`src/rtl/inst_encoder_if.sv`:
```
// Handshake bundle for inst_encoder: symbolic instruction input, tagged word output, status.
// master = instruction source / word sink side, slave = the encoder itself.
interface inst_encoder_if #(
    parameter int ADDR_W = 10
);
    logic              in_valid;
    logic              in_ready;
    logic [2:0]        in_op;
    logic [4:0]        in_rs;
    logic [4:0]        in_rt;
    logic [4:0]        in_rd;
    logic [15:0]       in_imm;
    logic [25:0]       in_target;
    logic              out_valid;
    logic              out_ready;
    logic [31:0]       out_instr;
    logic [ADDR_W-1:0] out_addr;
    logic [15:0]       count;
    logic              err;
    logic [2:0]        err_op;

    modport master (
        output in_valid, in_op, in_rs, in_rt, in_rd, in_imm, in_target, out_ready,
        input  in_ready, out_valid, out_instr, out_addr, count, err, err_op
    );

    modport slave (
        input  in_valid, in_op, in_rs, in_rt, in_rd, in_imm, in_target, out_ready,
        output in_ready, out_valid, out_instr, out_addr, count, err, err_op
    );
endinterface

```
`src/rtl/inst_encoder.sv`:
```
// Streaming MIPS encoder (addu/addiu/sw/lw/jal): packs each accepted op, tags it with a word
// address and queues it in a DEPTH-entry FIFO. Define INST_ENCODER_ERR_EN for sticky invalid-op capture.
module inst_encoder #(
    parameter int ADDR_W    = 10,
    parameter int BASE_ADDR = 0,
    parameter int DEPTH     = 4
) (
    input  logic          clk,
    input  logic          rst,
    inst_encoder_if.slave bus
);
    localparam int PTR_W = (DEPTH > 1) ? $clog2(DEPTH) : 1;
    localparam int OCC_W = PTR_W + 1;

    localparam logic [2:0] OP_ADDU  = 3'd0;
    localparam logic [2:0] OP_ADDIU = 3'd1;
    localparam logic [2:0] OP_SW    = 3'd2;
    localparam logic [2:0] OP_LW    = 3'd3;
    localparam logic [2:0] OP_JAL   = 3'd4;

    localparam logic [OCC_W-1:0]  OCC_FULL   = OCC_W'(DEPTH);
    localparam logic [ADDR_W-1:0] ADDR_RESET = ADDR_W'(BASE_ADDR);

    typedef struct packed {
        logic [ADDR_W-1:0] addr;
        logic [31:0]       instr;
    } entry_t;

    entry_t            mem_q [DEPTH];
    logic [PTR_W-1:0]  wr_ptr_q, wr_ptr_d;
    logic [PTR_W-1:0]  rd_ptr_q, rd_ptr_d;
    logic [OCC_W-1:0]  occ_q, occ_d;
    logic [ADDR_W-1:0] addr_q, addr_d;
    logic [15:0]       count_q, count_d;

    logic [31:0] instr_enc;
    logic        op_valid;
    logic        full;
    logic        empty;
    logic        accept;
    logic        push;
    logic        pop;

    // Field packing matches the core decoder; fields an op does not use are ignored.
    always_comb begin
        instr_enc = 32'd0;
        op_valid  = 1'b1;
        case (bus.in_op)
            OP_ADDU:  instr_enc = {6'b000000, bus.in_rs, bus.in_rt, bus.in_rd, 5'b00000, 6'b100001};
            OP_ADDIU: instr_enc = {6'b001001, bus.in_rs, bus.in_rt, bus.in_imm};
            OP_SW:    instr_enc = {6'b101011, bus.in_rs, bus.in_rt, bus.in_imm};
            OP_LW:    instr_enc = {6'b100011, bus.in_rs, bus.in_rt, bus.in_imm};
            OP_JAL:   instr_enc = {6'b000011, bus.in_target};
            default:  op_valid  = 1'b0;
        endcase
    end

    // in_ready depends only on occupancy, so a pop never opens a slot in the same cycle.
    always_comb begin
        full   = (occ_q == OCC_FULL);
        empty  = (occ_q == '0);
        accept = bus.in_valid && !full;
        push   = accept && op_valid;
        pop    = !empty && bus.out_ready;
    end

    always_comb begin
        wr_ptr_d = wr_ptr_q;
        rd_ptr_d = rd_ptr_q;
        occ_d    = occ_q;
        addr_d   = addr_q;
        count_d  = count_q;
        if (push) begin
            wr_ptr_d = wr_ptr_q + PTR_W'(1);
            addr_d   = addr_q + ADDR_W'(1);
            count_d  = count_q + 16'd1;
        end
        if (pop) begin
            rd_ptr_d = rd_ptr_q + PTR_W'(1);
        end
        case ({push, pop})
            2'b10:   occ_d = occ_q + OCC_W'(1);
            2'b01:   occ_d = occ_q - OCC_W'(1);
            default: occ_d = occ_q;
        endcase
    end

    always_ff @(posedge clk) begin
        if (rst) begin
            wr_ptr_q <= '0;
            rd_ptr_q <= '0;
            occ_q    <= '0;
            addr_q   <= ADDR_RESET;
            count_q  <= 16'd0;
        end else begin
            wr_ptr_q <= wr_ptr_d;
            rd_ptr_q <= rd_ptr_d;
            occ_q    <= occ_d;
            addr_q   <= addr_d;
            count_q  <= count_d;
        end
    end

    // Storage needs no reset: occupancy alone decides which entries are live.
    always_ff @(posedge clk) begin
        if (push) begin
            mem_q[wr_ptr_q] <= '{addr: addr_q, instr: instr_enc};
        end
    end

`ifdef INST_ENCODER_ERR_EN
    logic       err_q, err_d;
    logic [2:0] err_op_q, err_op_d;

    always_comb begin
        err_d    = err_q;
        err_op_d = err_op_q;
        if (accept && !op_valid && !err_q) begin
            err_d    = 1'b1;
            err_op_d = bus.in_op;
        end
    end

    always_ff @(posedge clk) begin
        if (rst) begin
            err_q    <= 1'b0;
            err_op_q <= 3'd0;
        end else begin
            err_q    <= err_d;
            err_op_q <= err_op_d;
        end
    end

    assign bus.err    = err_q;
    assign bus.err_op = err_op_q;
`else
    assign bus.err    = 1'b0;
    assign bus.err_op = 3'd0;
`endif

    assign bus.in_ready  = !full;
    assign bus.out_valid = !empty;
    assign bus.out_instr = empty ? 32'd0 : mem_q[rd_ptr_q].instr;
    assign bus.out_addr  = empty ? '0 : mem_q[rd_ptr_q].addr;
    assign bus.count     = count_q;

endmodule

```
`src/flat_wrapper.sv`:
```
// flat-port wrapper written by rule: the top's interface ports become plain ports
module inst_encoder_flat 
#(
    parameter int ADDR_W    = 10,
    parameter int BASE_ADDR = 0,
    parameter int DEPTH     = 4
)
  (clk, rst, bus_in_valid, bus_in_op, bus_in_rs, bus_in_rt, bus_in_rd, bus_in_imm, bus_in_target, bus_out_ready, bus_in_ready, bus_out_valid, bus_out_instr, bus_out_addr, bus_count, bus_err, bus_err_op);
  inst_encoder_if #(.ADDR_W(ADDR_W)) bus_i ();
  input  logic clk;
  input  logic rst;
  input wire logic [$bits(bus_i.in_valid)-1:0] bus_in_valid;
  input wire logic [$bits(bus_i.in_op)-1:0] bus_in_op;
  input wire logic [$bits(bus_i.in_rs)-1:0] bus_in_rs;
  input wire logic [$bits(bus_i.in_rt)-1:0] bus_in_rt;
  input wire logic [$bits(bus_i.in_rd)-1:0] bus_in_rd;
  input wire logic [$bits(bus_i.in_imm)-1:0] bus_in_imm;
  input wire logic [$bits(bus_i.in_target)-1:0] bus_in_target;
  input wire logic [$bits(bus_i.out_ready)-1:0] bus_out_ready;
  output wire logic [$bits(bus_i.in_ready)-1:0] bus_in_ready;
  output wire logic [$bits(bus_i.out_valid)-1:0] bus_out_valid;
  output wire logic [$bits(bus_i.out_instr)-1:0] bus_out_instr;
  output wire logic [$bits(bus_i.out_addr)-1:0] bus_out_addr;
  output wire logic [$bits(bus_i.count)-1:0] bus_count;
  output wire logic [$bits(bus_i.err)-1:0] bus_err;
  output wire logic [$bits(bus_i.err_op)-1:0] bus_err_op;
  assign bus_i.in_valid = bus_in_valid;
  assign bus_i.in_op = bus_in_op;
  assign bus_i.in_rs = bus_in_rs;
  assign bus_i.in_rt = bus_in_rt;
  assign bus_i.in_rd = bus_in_rd;
  assign bus_i.in_imm = bus_in_imm;
  assign bus_i.in_target = bus_in_target;
  assign bus_i.out_ready = bus_out_ready;
  assign bus_in_ready = bus_i.in_ready;
  assign bus_out_valid = bus_i.out_valid;
  assign bus_out_instr = bus_i.out_instr;
  assign bus_out_addr = bus_i.out_addr;
  assign bus_count = bus_i.count;
  assign bus_err = bus_i.err;
  assign bus_err_op = bus_i.err_op;
  inst_encoder #(.ADDR_W(ADDR_W), .BASE_ADDR(BASE_ADDR), .DEPTH(DEPTH)) u_core (.clk(clk), .rst(rst), .bus(bus_i));
endmodule
```
`config.mk`:
```
export PLATFORM = sky130hd
export DESIGN_NAME = inst_encoder_flat
export DESIGN_NICKNAME = d
export VERILOG_FILES = /design/src/rtl/inst_encoder_if.sv /design/src/rtl/inst_encoder.sv /design/src/flat_wrapper.sv
export SDC_FILE = /design/constraint.sdc
export NUM_CORES = 1
export LEC_CHECK = 0
export CAP_MARGIN = 20
export CORE_MARGIN = 4
export CORE_UTILIZATION = 54
export DETAILED_ROUTE_END_ITERATION = 7
export PLACE_DENSITY = 0.82
export SLEW_MARGIN = 15
export SYNTH_ARGS = -nofsm -noshare
export SYNTH_HDL_FRONTEND = slang
export SYNTH_SLANG_ARGS = --single-unit
export TNS_END_PERCENT = 20
```
`constraint.sdc`:
```
create_clock -name clk -period 3.6 [get_ports clk]
set_clock_uncertainty 0.2 [all_clocks]
set_input_delay 0.36 -clock clk [delete_from_list [all_inputs] [get_ports clk]]
set_output_delay 0.36 -clock clk [all_outputs]
set_load 0.05 [all_outputs]
```
Word-level counts from Yosys, hierarchy flattened. Memories as Yosys holds them, arrays and structs flattened. A register that Yosys moved wholly into a read port is not among the register bits. Cells that the tools add are included.

Add/sub/neg operators: 6. Equality and inequality tests: 7. Multiplexer cells: 9. Reductions and logical operators: 9.

Operator list (count): $pmux W32 S5 (1); $mux W32 (1); $add A16 B1 Y16 const B (1); $add A10 B1 Y10 const B (1); $mux W10 (1); $eq A3 B2 Y1 const B (2); $eq A3 B3 Y1 const B (2); $logic_not A3 Y1 (2); $pmux W3 S2 (1); $reduce_or A5 Y1 (1); $add A2 B1 Y2 const B (2); $mux W2 (2); $add A3 B1 Y3 const B (1); $eq A3 B1 Y1 const B (1); $logic_and A1 B1 Y1 (3); $mux W1 (3); $sub A3 B1 Y3 const B (1); $eq A2 B1 Y1 const B (1); $eq A2 B2 Y1 const B (1); $logic_not A1 Y1 (2); $reduce_bool A2 Y1 (1).

Bits in registers: 33. RAM bits: 168. Bits of input ports: 64. Output and inout bits: 64. Word-level logic and storage cells: 37. Memories: 1.

Memories: u_core.mem_q (words 4, bits a word 42, rd ports 1, clocked after Yosys merged registers in 1, wr ports 1, RTL line inst_encoder.sv:29) `entry_t mem_q [DEPTH];`.

Logic depth before layout (Yosys ltp).
Depth after elaboration: 6. Mapped depth: 10. Mapped depth without buffers: 10.

Least setup slack after synthesis. Ideal clock, no wire load.

Kind: flip-flop to flip-flop. Start: reg u_core.occ_q[2]. End: mem u_core.mem_q[0][0] (netlist name) (enable). Library setup time: 0.401 ns. Data arrival time: 2.148 ns. Required time: 2.999 ns. Path slack: 0.851 ns. Cell stages (with the launch flop): 6. Path buffers: 1. Clock period less this slack: 2.749 ns. Cell sequence: dfxtp_1 -> nor3b_2 -> inv_2 -> and3_1 -> buf_2 -> and2_1.

Longest elaborated chain between the ends: 6.

Ends and longest elaborated chain: start, declared (RTL line inst_encoder.sv:32) `logic [OCC_W-1:0] occ_q, occ_d;`; start signal, assigned (RTL line inst_encoder.sv:92) `occ_q <= '0;`; start signal, assigned (RTL line inst_encoder.sv:98) `occ_q <= occ_d;`; $eq A3 B3 Y1 (RTL line inst_encoder.sv:60) `full = (occ_q == OCC_FULL);`; $logic_not A1 Y1; named net bus_in_ready (RTL line flat_wrapper.sv:20) `output wire logic [$bits(bus_i.in_ready)-1:0] bus_in_ready;`; $logic_and A1 B1 Y1 (RTL line inst_encoder.sv:62) `accept = bus.in_valid && !full;`; $logic_and A1 B1 Y1 (RTL line inst_encoder.sv:63) `push = accept && op_valid;`; $mux W1 (RTL line inst_encoder.sv:106) `if (push) begin`; $mux W1 (implied by the code) (RTL line inst_encoder.sv:107) `mem_q[wr_ptr_q] <= '{addr: addr_q, instr: instr_enc};`; end, declared (RTL line inst_encoder.sv:29).

The timed path passes the listed nets, and every way through them passes these cells.

==> metrics.md <==
| Metric | Value |
|---|---|
| Hold Path Class | `input pin to flop` |
| Row cnt | `44` |
| Final count of negative-setup-slack endpoints | `0` |
| Outcome | `completed` |
| Io pins | `approximately 130` |
| Die Footprint | `around 17,000 sq um` |
| Async S/R FF share, synth | `0` |
| Drt first pass iters | `5` |
| Slew @ Worst Pin | `0.689 ns` |
| Post-synthesis mux area share | `0.117` |
| CTS H-tree depth | `4` |
| WL/cell | `20.0 microns` |
| First-pass GRT wire length | `approximately 27,000 microns` |
| Ys flop type | `edfxtp_1` |
| Detailed Route WL | `17,300 microns` |
| RSZ-0062 raised after global routing | `no` |
| Critical Path Fanout Max | `11` |
| Met2 routed WL | `approximately 8600 microns` |
| Clk Latency, worst-skew pair | `0.42 ns` |
| CORE AREA | `14,700 sq um` |
| Clk buf depth | `2` |
| Max Cap Viol | `0` |
| Arrival time worst endpoint | `2.75 ns` |
| Syn_area_per_cell | `14.9 sq um` |
| Top Metal Used | `met4` |
| Die X | `131 microns` |
| Synth area leaders | `edfxtp_1 (59%), mux4_2 (11%), dfxtp_1 (8.6%)` |
| Area fraction in compound gates after synthesis | `0.0383` |
| P per Cell Area | `723 nW/um^2` |
| CTS buffer count | `17` |
| Post-synth EDFFs | `160` |
| Peak VDD IR | `0.442 mV` |
| Final instance area | `slightly above 10,000 sq um` |
| Number of port buffers | `121` |
| Critical-path top delay cell | `clkdlybuf4s50_1` |
| Final Hold Viols | `0` |
| Post-synth top area share | `0.587` |
| Main combinational cell family by area after synthesis | `multiplexers` |
| Leak | `0.00339 uW` |
| Synth Warn # | `0` |
| # Post-CTS Setup Buffers | `0` |
| Tmin final | `3.31 ns` |
| Critical path endpoint category | `output pin` |
| Worst relative slew slack | `0.535` |
| Total gr overflow | `0` |
| Synthesized cell area | `8190 sq um` |
| Via Count | `a little under 5,000` |
| Root buffer cell | `clkbuf_16` |
| Vias in the first global route | `5,082` |
| Post-Synth Adder-Cell Area | `0.0131` |
| Crit Path Class | `flop to output pin` |
| Clk pin slew, worst setup/hold paths | `approximately 0.070 ns` |
| Pin count of the biggest net entering global routing | `56` |
| Final Cycle Share | `0.920` |
| Worst hold slack | `0.289 ns` |
| Delay-heaviest family, CP | `buffers and inverters` |
| WP buf/inv | `2` |
| Yosys top cell by area | `edfxtp_1` |
| Hpwl dp | `10,900 microns` |
| Initial Util | `0.557` |
| Netlist cell types | `44` |
| Dpl cells | `835` |
| Critical Path RT | `3.04 ns` |
| Simple-Gate Fraction of Synth Area | `0.112` |
| Met3 Wirelength | `between 900 and 1000 microns` |
| Tot GR Track Use | `0.204` |
| Cts hold-fix bufs | `0` |
| CP peak stage delay | `roughly 0.7 ns` |
| Slew Viols, Final | `0` |
| Max Fclk | `302 MHz` |
| P&R area growth vs syn | `25.5%` |
| Vias per cell | `between 5 and 6` |
| Worst R2R Setup Slack | `between 0.5 and 0.6 ns` |
| # DRC | `0` |
| Setup tns final | `0 ns` |
| Synth Area in XOR/XNOR | `0.0182` |
| # diodes | `0` |
| TritonCTS Sinks | `slightly below 200` |
| Post-Route M1 WL | `~7600 microns` |
| Final Non-Filler Cells | `~870` |
| Post-layout util | `0.699` |
| Share of cells above drive strength 1 | `0.144` |
| Crit-path cells | `buf_4, mux4_2, and2_1, clkdlybuf4s50_1` |
| Post-synthesis sequential area ratio | `0.672` |
| Final net count | `742` |
| Critical path launch point type | `flop` |
| ANT nets after route | `0` |
| Yosys reg bits | `195` |
| Die Ht | `131 microns` |
| Cts repair resizes | `0` |
| Initial antenna violation count | `0` |
| Placed inst area | `9640 sq um` |
| Filler instances | `between 900 and 1,000` |
| Initial DRC Count | `385` |
| Number of cells produced by synthesis | `between 500 and 600` |
| Placer Congestion | `0.778` |
| TritonCTS clock tree | `yes` |
## stage by stage
step / setup WS, ns / total power, uW
after floorplan: 0.851 / 4600
after global placement: 0.528 / 5440
after detailed placement: 0.387 / 5490
after CTS: 0.236 / 7480
after global routing: 0.120 / 7740
final: 0.289 / 7430
## registers in the layout, indices dropped and copies added, names as in the netlist, named ones only
signal	flops
u_core.addr_q	10
u_core.bus.count	16
u_core.mem_q	160
u_core.occ_q	3
u_core.rd_ptr_q	2
u_core.wr_ptr_q	2
## path summary, 6_finish.rpt
path	startpoint	endpoint	depth (start not counted)
max	flop	bus_out_instr[7]	4
min	bus_in_op[2]	u_core.addr_q[2]	5
max reg2reg	u_core.occ_q[0]	u_core.occ_q[2]	10
min reg2reg	u_core.occ_q[2]	u_core.occ_q[2]	2
## cell families (layout without fill, tap and decap cells)
kind of cell             after synthesis  after routing
AO/OA/AOI/OAI                         58             58
flip-flops                           195            195
multiplexers                          46             46
other                                  1              6
buffers and inverters                 54            182
AND/OR/NAND/NOR                      170            170
XOR/XNOR                              17             17
adder cells (fa/ha/maj)                8              8
## cells in the final DEF, fill, tap and decap left out, types with 2 or more instances in the layout
cell type        instances
a21oi_1                 16
and2_1                  41
and2_2                   4
and3_1                   3
and4_1                   3
buf_12                   5
buf_4                    6
bufinv_16                5
clkbuf_16               17
clkdlybuf4s50_1        120
clkinv_2                 2
clkinvlp_4               4
conb_1                   6
dfxtp_1                 33
dfxtp_2                  2
edfxtp_1               160
ha_1                     7
inv_1                   17
inv_2                    2
mux2i_1                  5
mux4_2                  40
nand2_1                 26
nand3_1                 31
nand4_1                  8
nor2_1                  26
nor2b_1                  2
nor4_1                   5
o21ai_0                 35
or3_1                   11
xnor2_1                 12
xor2_1                   5
## worst register-to-register path, delay by kind of cell, from the launching register on
family                   cells  cell delay (ns)
AND/OR/NAND/NOR              3             1.17
adder cells (fa/ha/maj)      2             0.61
flip-flops                   1             0.35
XOR/XNOR                     1             0.16
AO/OA/AOI/OAI                1             0.14
buffers and inverters        3             0.38
## final cells by class
class / count / area, sq um / area share
Sequential cell: 195 / 5510 / 0.536
Multi-Input combinational cell: 305 / 2480 / 0.241
Timing Repair Buffer: 132 / 1350 / 0.132
Clock buffer: 17 / 425 / 0.0414
Tap cell: 184 / 230 / 0.0224
Clock inverter: 14 / 211 / 0.0206
Inverter: 19 / 71.3 / 0.00694
## power by group
group          switching (uW)  total [uW]  internal (uW)
clock network             787        2010           1230
registers                92.7        2690           2600
logic                    1670        2730           1060
## cell usage after synthesis (3+ instances only)
cell / number
and4_1: 3
nand2_1: 26
or3_1: 11
and2_1: 45
clkbuf_1: 22
dfxtp_1: 35
ha_1: 7
nor2_1: 27
inv_1: 17
mux4_2: 40
mux2i_1: 5
xor2_1: 5
buf_2: 6
buf_4: 6
and3_1: 3
xnor2_1: 12
edfxtp_1: 160
nand4_1: 8
nand3_1: 31
o21ai_0: 35
nor4_1: 5
a21oi_1: 16
## per-layer routing
layer / track usage / up-vias
li1: - / 2293
met1: 0.279 / 2480
met2: 0.330 / 174
met3: 0.0554 / 19
met4: 0.0508 / 0
met5: 0 / -
Power figures use the tool's default switching activity.
